<file path="src/rtl/discrete_filter_scheduler.sv">
// Time-multiplexed first-order RC low-pass engine: one shared multiplier, y += k*(x - y) per channel.
// Optional build macro DISCRETE_SCHED_ROUND_EN selects round-half-up write-back instead of floor.
module discrete_filter_scheduler #(
  parameter int          NUM_CH      = 4,
  parameter logic [15:0] K_DEFAULT   = 16'd16384,
  parameter int          CLOCK_RATE  = 1000000,
  parameter int          SAMPLE_RATE = 48000
) (
  input  logic                 clk,
  input  logic                 I_RST,
  input  logic                 audio_clk_en,
  input  logic [NUM_CH*16-1:0] in_flat,
  input  logic [NUM_CH-1:0]    ch_en,
  input  logic                 cfg_we,
  input  logic [2:0]           cfg_addr,
  input  logic [15:0]          cfg_data,
  output logic [NUM_CH*16-1:0] out_flat,
  output logic                 busy,
  output logic                 sample_done,
  output logic                 overrun
);

  localparam int         RATE_RATIO = CLOCK_RATE / SAMPLE_RATE;
  localparam logic [2:0] LAST_CH    = 3'(NUM_CH - 1);

  if ((NUM_CH < 1) || (NUM_CH > 8) || (RATE_RATIO <= 3 * NUM_CH + 1)) begin : g_cfg_err
    $error("discrete_filter_scheduler: NUM_CH out of range or sample period too short for one pass");
  end

  typedef enum logic [2:0] {
    S_IDLE = 3'd0,
    S_DIFF = 3'd1,
    S_MUL  = 3'd2,
    S_WB   = 3'd3,
    S_SKIP = 3'd4,
    S_DONE = 3'd5
  } state_t;

  state_t state_r;
  state_t state_next_s;

  logic [2:0]                 ch_r;
  logic [2:0]                 ch_inc_s;
  logic                       busy_r;
  logic                       sample_done_r;
  logic                       overrun_r;
  logic [NUM_CH*16-1:0]       out_flat_r;

  logic signed [15:0]         y_r    [NUM_CH];
  logic [15:0]                k_r    [NUM_CH];
  logic [15:0]                k_sh_r [NUM_CH];
  logic signed [15:0]         x_sh_r [NUM_CH];
  logic [NUM_CH-1:0]          en_sh_r;

  logic signed [16:0]         d_r;
  logic signed [33:0]         p_r;

  logic signed [15:0]         x_sel_s;
  logic signed [15:0]         y_sel_s;
  logic [15:0]                k_sel_s;
  logic                       en_next_s;
  logic [16:0]                diff_s;
  logic signed [33:0]         d_ext_s;
  logic signed [33:0]         k_ext_s;
  logic signed [33:0]         prod_s;
  logic signed [33:0]         p_adj_s;
  logic signed [15:0]         y_new_s;
  logic [NUM_CH*16-1:0]       y_all_s;

  assign ch_inc_s = ch_r + 3'd1;

  // Channel operand selection and the shared diff / multiply / write-back datapath.
  always_comb begin
    x_sel_s   = 16'sd0;
    y_sel_s   = 16'sd0;
    k_sel_s   = 16'd0;
    en_next_s = 1'b0;
    for (int i = 0; i < NUM_CH; i++) begin
      x_sel_s   = (ch_r == 3'(i))     ? x_sh_r[i]  : x_sel_s;
      y_sel_s   = (ch_r == 3'(i))     ? y_r[i]     : y_sel_s;
      k_sel_s   = (ch_r == 3'(i))     ? k_sh_r[i]  : k_sel_s;
      en_next_s = (ch_inc_s == 3'(i)) ? en_sh_r[i] : en_next_s;
    end
    diff_s  = {x_sel_s[15], x_sel_s} - {y_sel_s[15], y_sel_s};
    d_ext_s = {{17{d_r[16]}}, d_r};
    k_ext_s = {18'd0, k_sel_s};
    prod_s  = d_ext_s * k_ext_s;
`ifdef DISCRETE_SCHED_ROUND_EN
    p_adj_s = p_r + 34'sd32768;
`else
    p_adj_s = p_r;
`endif
    // k < 1 keeps the result between x and y, so the 16-bit truncation is exact.
    y_new_s = y_sel_s + 16'(p_adj_s >>> 16);
    y_all_s = '0;
    for (int i = 0; i < NUM_CH; i++) begin
      y_all_s[16*i +: 16] = ((state_r == S_WB) && (ch_r == 3'(i))) ? y_new_s : y_r[i];
    end
  end

  // Next-state decode for the per-channel sequencer.
  always_comb begin
    state_next_s = state_r;
    case (state_r)
      S_IDLE: begin
        if (audio_clk_en) begin
          state_next_s = ch_en[0] ? S_DIFF : S_SKIP;
        end else begin
          state_next_s = S_IDLE;
        end
      end
      S_DIFF: state_next_s = S_MUL;
      S_MUL:  state_next_s = S_WB;
      S_WB, S_SKIP: begin
        if (ch_r == LAST_CH) begin
          state_next_s = S_DONE;
        end else begin
          state_next_s = en_next_s ? S_DIFF : S_SKIP;
        end
      end
      S_DONE:  state_next_s = S_IDLE;
      default: state_next_s = S_IDLE;
    endcase
  end

  // Sequencer state, channel counter, pipeline registers and status flags.
  always_ff @(posedge clk or posedge I_RST) begin
    if (I_RST) begin
      state_r       <= S_IDLE;
      ch_r          <= 3'd0;
      busy_r        <= 1'b0;
      sample_done_r <= 1'b0;
      overrun_r     <= 1'b0;
      d_r           <= 17'sd0;
      p_r           <= 34'sd0;
    end else begin
      state_r       <= state_next_s;
      sample_done_r <= (state_next_s == S_DONE);
      if (audio_clk_en && (state_r != S_IDLE)) begin
        overrun_r <= 1'b1;
      end
      case (state_r)
        S_IDLE: begin
          if (audio_clk_en) begin
            ch_r   <= 3'd0;
            busy_r <= 1'b1;
          end
        end
        S_DIFF: d_r <= diff_s;
        S_MUL:  p_r <= prod_s;
        S_WB, S_SKIP: begin
          if (ch_r != LAST_CH) begin
            ch_r <= ch_inc_s;
          end
        end
        S_DONE: begin
          busy_r <= 1'b0;
          ch_r   <= 3'd0;
        end
        default: begin
          busy_r <= 1'b0;
          ch_r   <= 3'd0;
        end
      endcase
    end
  end

  // Coefficient bank and per-pass shadow copies of inputs, enables and coefficients.
  always_ff @(posedge clk or posedge I_RST) begin
    if (I_RST) begin
      for (int i = 0; i < NUM_CH; i++) begin
        k_r[i]    <= K_DEFAULT;
        k_sh_r[i] <= K_DEFAULT;
        x_sh_r[i] <= 16'sd0;
      end
      en_sh_r <= '0;
    end else begin
      for (int i = 0; i < NUM_CH; i++) begin
        if (cfg_we && (cfg_addr == 3'(i))) begin
          k_r[i] <= cfg_data;
        end
      end
      if ((state_r == S_IDLE) && audio_clk_en) begin
        for (int i = 0; i < NUM_CH; i++) begin
          k_sh_r[i] <= k_r[i];
          x_sh_r[i] <= in_flat[16*i +: 16];
        end
        en_sh_r <= ch_en;
      end
    end
  end

  // Internal filter state and the coherent output snapshot taken on entry to DONE.
  always_ff @(posedge clk or posedge I_RST) begin
    if (I_RST) begin
      for (int i = 0; i < NUM_CH; i++) begin
        y_r[i] <= 16'sd0;
      end
      out_flat_r <= '0;
    end else begin
      if (state_r == S_WB) begin
        for (int i = 0; i < NUM_CH; i++) begin
          if (ch_r == 3'(i)) begin
            y_r[i] <= y_new_s;
          end
        end
      end
      if (state_next_s == S_DONE) begin
        out_flat_r <= y_all_s;
      end
    end
  end

  assign out_flat    = out_flat_r;
  assign busy        = busy_r;
  assign sample_done = sample_done_r;
  assign overrun     = overrun_r;

endmodule

</file>
<file path="config.mk">
export PLATFORM = sky130hd
export DESIGN_NAME = discrete_filter_scheduler
export DESIGN_NICKNAME = d
export VERILOG_FILES = /design/src/rtl/discrete_filter_scheduler.sv
export SDC_FILE = /design/constraint.sdc
export NUM_CORES = 2
export LEC_CHECK = 0
export CAP_MARGIN = 40
export CORE_MARGIN = 1
export CORE_UTILIZATION = 41
export DETAILED_ROUTE_END_ITERATION = 8
export SLEW_MARGIN = 15
export SYNTH_ARGS = -nofsm -noshare
export SYNTH_HDL_FRONTEND = slang
export SYNTH_SLANG_ARGS = --single-unit
</file>
<file path="constraint.sdc">
create_clock -name clk -period 19.05 [get_ports clk]
set_input_delay 5.715 -clock clk [delete_from_list [all_inputs] [get_ports clk]]
set_output_delay 5.715 -clock clk [all_outputs]
set_load 0.05 [all_outputs]
</file>
==> summary.md <==
| Metric | Value |
|---|---|
| Crit path required time | `between 15,000 and 20,000 ps` |
| Final setup vio count | `0` |
| Worst setup EP type | `register` |
| Storage cell area | `slightly above 0.009 mm2` |
| Area of the multi-input gates | `~0.015 mm2` |
| Final WS setup | `approximately 10,000 ps` |
| Post-Synth XOR/XNOR Area | `0.01826` |
| Simple-Gate Fraction of Synth Area | `0.1731` |
| I/O pin total | `around 160` |
| Crit Path Max Fanout | `29` |
| Worst Hold Path EP | `k_sh_r[14]` |
| WHS Path Cells | `2` |
| Sequential fraction of the synthesis area | `0.3540` |
| Max_slew headroom | `0.4050` |
| Gr usage total | `0.2205` |
| Syn Nets | `approximately 3,200` |
| Reg-to-Reg Start | `ch_r[1]` |
| Post_cts resized | `0` |
| Critical path's most frequent cell | `fa_1` |
| DR DRC count | `0` |
| Buffers on Ports | `around 160` |
| Critical path's largest stage delay | `700 ps` |
| Core ar. | `slightly above 0.06 mm2` |
| Clk_skew | `13.08 ps` |
| EDFF count, synth | `0` |
| Achievable frequency | `around 120 MHz` |
| Clock transition at path regs | `~60 ps` |
| #FFs+latches synth | `around 370` |
| Final hold vios | `0` |
| Final period util | `0.4552` |
| Via Count | `between 15,000 and 20,000` |
| Measured slew at the worst slew-check pin | `between 800 and 900 ps` |
| Share of cells above drive strength 1 | `0.08541` |
| First-pass GRT wire length | `between 100,000 and 150,000 um` |
| RSZ-0062 raised after global routing | `no` |
| Routed wire length | `between 60,000 and 70,000 um` |
| Num CTS Buffers | `37` |
| Synth Area in Adders | `0.2629` |
| CTS Hold Buffers Added | `0` |
| Layout Nets | `about 3,300` |
| Iter 0 DRT Violations | `roughly 1,100` |
| CTS root buf | `clkbuf_16` |
| Initial antenna violation count | `1` |
| Largest net degree at the start of global routing | `91` |
| Grt total ovfl | `0` |
| Startpoint Class | `register` |
| Drt first pass iters | `5` |
| Ys async rst share | `1.000` |
| H-tree levels | `2` |
| Clock latency on the worst-skew pair | `about 540 ps` |
| Max-cap violations | `0` |
| Status | `finished, final reports clean` |
| R2R setup slack | `roughly 10,000 ps` |
| Die area | `0.06419 mm2` |
| Maximum clock path buffer count | `3` |
| Slew Viols, Final | `0` |
| Crit-path leading delay family | `adder cells` |
| GP Congestion | `0.8594` |
| Top_reg_cell synth | `dfrtp_1` |
| Fill count | `roughly 5,800` |
| RR Endpoint | `p_adj_s[22]` |
| Wire per inst | `18.11 um` |
| Cells after synthesis | `~2,700` |
| Row cnt | `91` |
| Warnings from Yosys | `0` |
| Initial Utilization | `0.4174` |
| Worst slack at placement | `between 10,000 and 15,000 ps` |
| Die Ht | `~250 um` |
| Slowest CP cell | `nor2b_4` |
| Crit path DAT | `between 9000 and 10,000 ps` |
| Post-DP HPWL | `~50,000 um` |
| Vias per inst | `roughly 5.1` |
| Buf/Inv on CP | `6` |
| Finished Layout Cells | `around 3,700` |
| Post-CTS setup buffer count | `0` |
| Cell area after synthesis | `between 0.02 and 0.03 mm2` |
| Antenna-violating nets left | `0` |
| Compound-gate portion of the synthesized area | `0.07332` |
| Post-synthesis mux area share | `0.04999` |
| Cells after DPL | `roughly 3,700` |
| Largest family of logic cells by synthesized area | `adder cells` |
| Tightest Hold Check Type | `register to register` |
| Clk sinks | `366` |
| Synth unique cells | `54` |
| Die Span X | `253.4 um` |
| Kind of critical path | `register to register` |
| R2R cell count | `28` |
| Setup TNS | `0 ps` |
| Vias in the first global route | `between 20,000 and 25,000` |
| Synthesized area per cell | `about 9.4 um2` |
| CTS tree | `done` |
| Area grow syn2layout | `15.40%` |
| HP Start | `k_r[14]` |
| Final min period | `between 8000 and 9000 ps` |
[registers in the layout, indices dropped and copies added (netlist names)]
| register | flops |
|---|---|
| busy | 1 |
| x_sh_r | 64 |
| overrun | 1 |
| ch_r | 3 |
| k_r | 64 |
| k_sh_r | 64 |
| out_flat | 64 |
| en_sh_r | 4 |
| sample_done | 1 |
| p_adj_s | 16 |
| d_r | 17 |
| y_r | 64 |
| state_r | 3 |
[cells by family after synthesis]
logic type | Yosys count
DFF | 366
AOI/OAI and AO/OA | 307
buffers and inverters | 472
adders and majority gates | 384
xor gates and xnor gates | 54
and+or+nand+nor | 1048
muxes | 115
[cell usage after synthesis (8+ instances only)]
| master | count | share of area |
|---|---|---|
| inv_1 | 344 | 0.050 |
| clkbuf_1 | 112 | 0.016 |
| ha_1 | 117 | 0.057 |
| buf_1 | 13 | 0.0019 |
| o21ai_0 | 133 | 0.026 |
| xor2_1 | 26 | 0.0088 |
| a221o_1 | 27 | 0.010 |
| a21o_1 | 11 | 0.0032 |
| mux2_2 | 115 | 0.050 |
| fa_1 | 267 | 0.21 |
| a221oi_1 | 21 | 0.0071 |
| xnor2_1 | 28 | 0.0095 |
| nor2b_1 | 84 | 0.020 |
| and2_1 | 51 | 0.012 |
| nor3_1 | 31 | 0.0060 |
| a21oi_1 | 56 | 0.011 |
| nand2_1 | 768 | 0.11 |
| o21ai_1 | 18 | 0.0035 |
| o31ai_1 | 9 | 0.0026 |
| nand3_1 | 12 | 0.0023 |
| nor2_1 | 55 | 0.0080 |
| nand2b_1 | 15 | 0.0036 |
| dfstp_2 | 8 | 0.0081 |
| dfrtp_1 | 358 | 0.35 |
| and3_1 | 8 | 0.0019 |
[placed cells by master, fill, tap and decap left out, types with 9 or more instances in the layout]
cell / instances
a21o_1: 11
a21oi_1: 53
a221o_1: 27
a221oi_1: 21
and2_1: 50
buf_4: 34
clkbuf_1: 13
clkbuf_16: 39
clkdlybuf4s50_1: 157
dfrtp_1: 358
fa_1: 267
ha_1: 116
inv_1: 343
mux2_2: 115
nand2_1: 767
nand2b_1: 14
nand3_1: 12
nor2_1: 55
nor2b_1: 82
nor3_1: 31
o21ai_0: 133
o21ai_1: 15
o31ai_1: 9
xnor2_1: 28
xor2_1: 26
[tightest hold or removal path: stages (launching register included)]
cell and delay, ps:
dfstp_2 370, nand2_1 50, nand2_1 40
[final cells by class]
type                            count  share of cell area
Multi-Input combinational cell   1908              0.5039
Sequential cell                   366              0.3067
Timing Repair Buffer              206             0.07099
Inverter                          345             0.04357
Clock buffer                       58             0.03704
Tap cell                          837             0.03503
Clock inverter                      9            0.002553
Antenna cell                        2           0.0001674
[how the worst max path moves through the flow]
stage | start | endpoint | depth (start not counted) | slack (ps)
after detailed placement | ch_r[1] | p_adj_s[22] | 27 | 10460
after CTS | ch_r[1] | p_adj_s[22] | 27 | 10360
final | ch_r[1] | p_adj_s[22] | 28 | 10380
after floorplan | I_RST | busy | 1 | 3190
after global placement | I_RST | x_sh_r[27] | 4 | 10060
after global routing | ch_r[1] | p_adj_s[22] | 28 | 9940
[metal layers]
layer,share of wire,vias to the layer above,global-route usage
li1,-,8879,-
met1,0.44,9690,0.2988
met2,0.48,502,0.3691
met3,0.050,111,0.02416
met4,0.028,0,0.07048
met5,0,-,0
[stage by stage]
stage	hold WS, ps	area (um2)	utilization
6_report	455.5	29890	0.4817
5_1_grt	468.4	29890	0.4817
4_1_cts	458.4	29840	0.4809
3_5_place_dp	447.5	28660	0.4618
3_3_place_gp	441.7	28410	0.4578
2_1_floorplan	432.2	25900	-
Power is not shown: default switching activity piles up to over one toggle a cycle in this logic, so the estimate is an artifact.
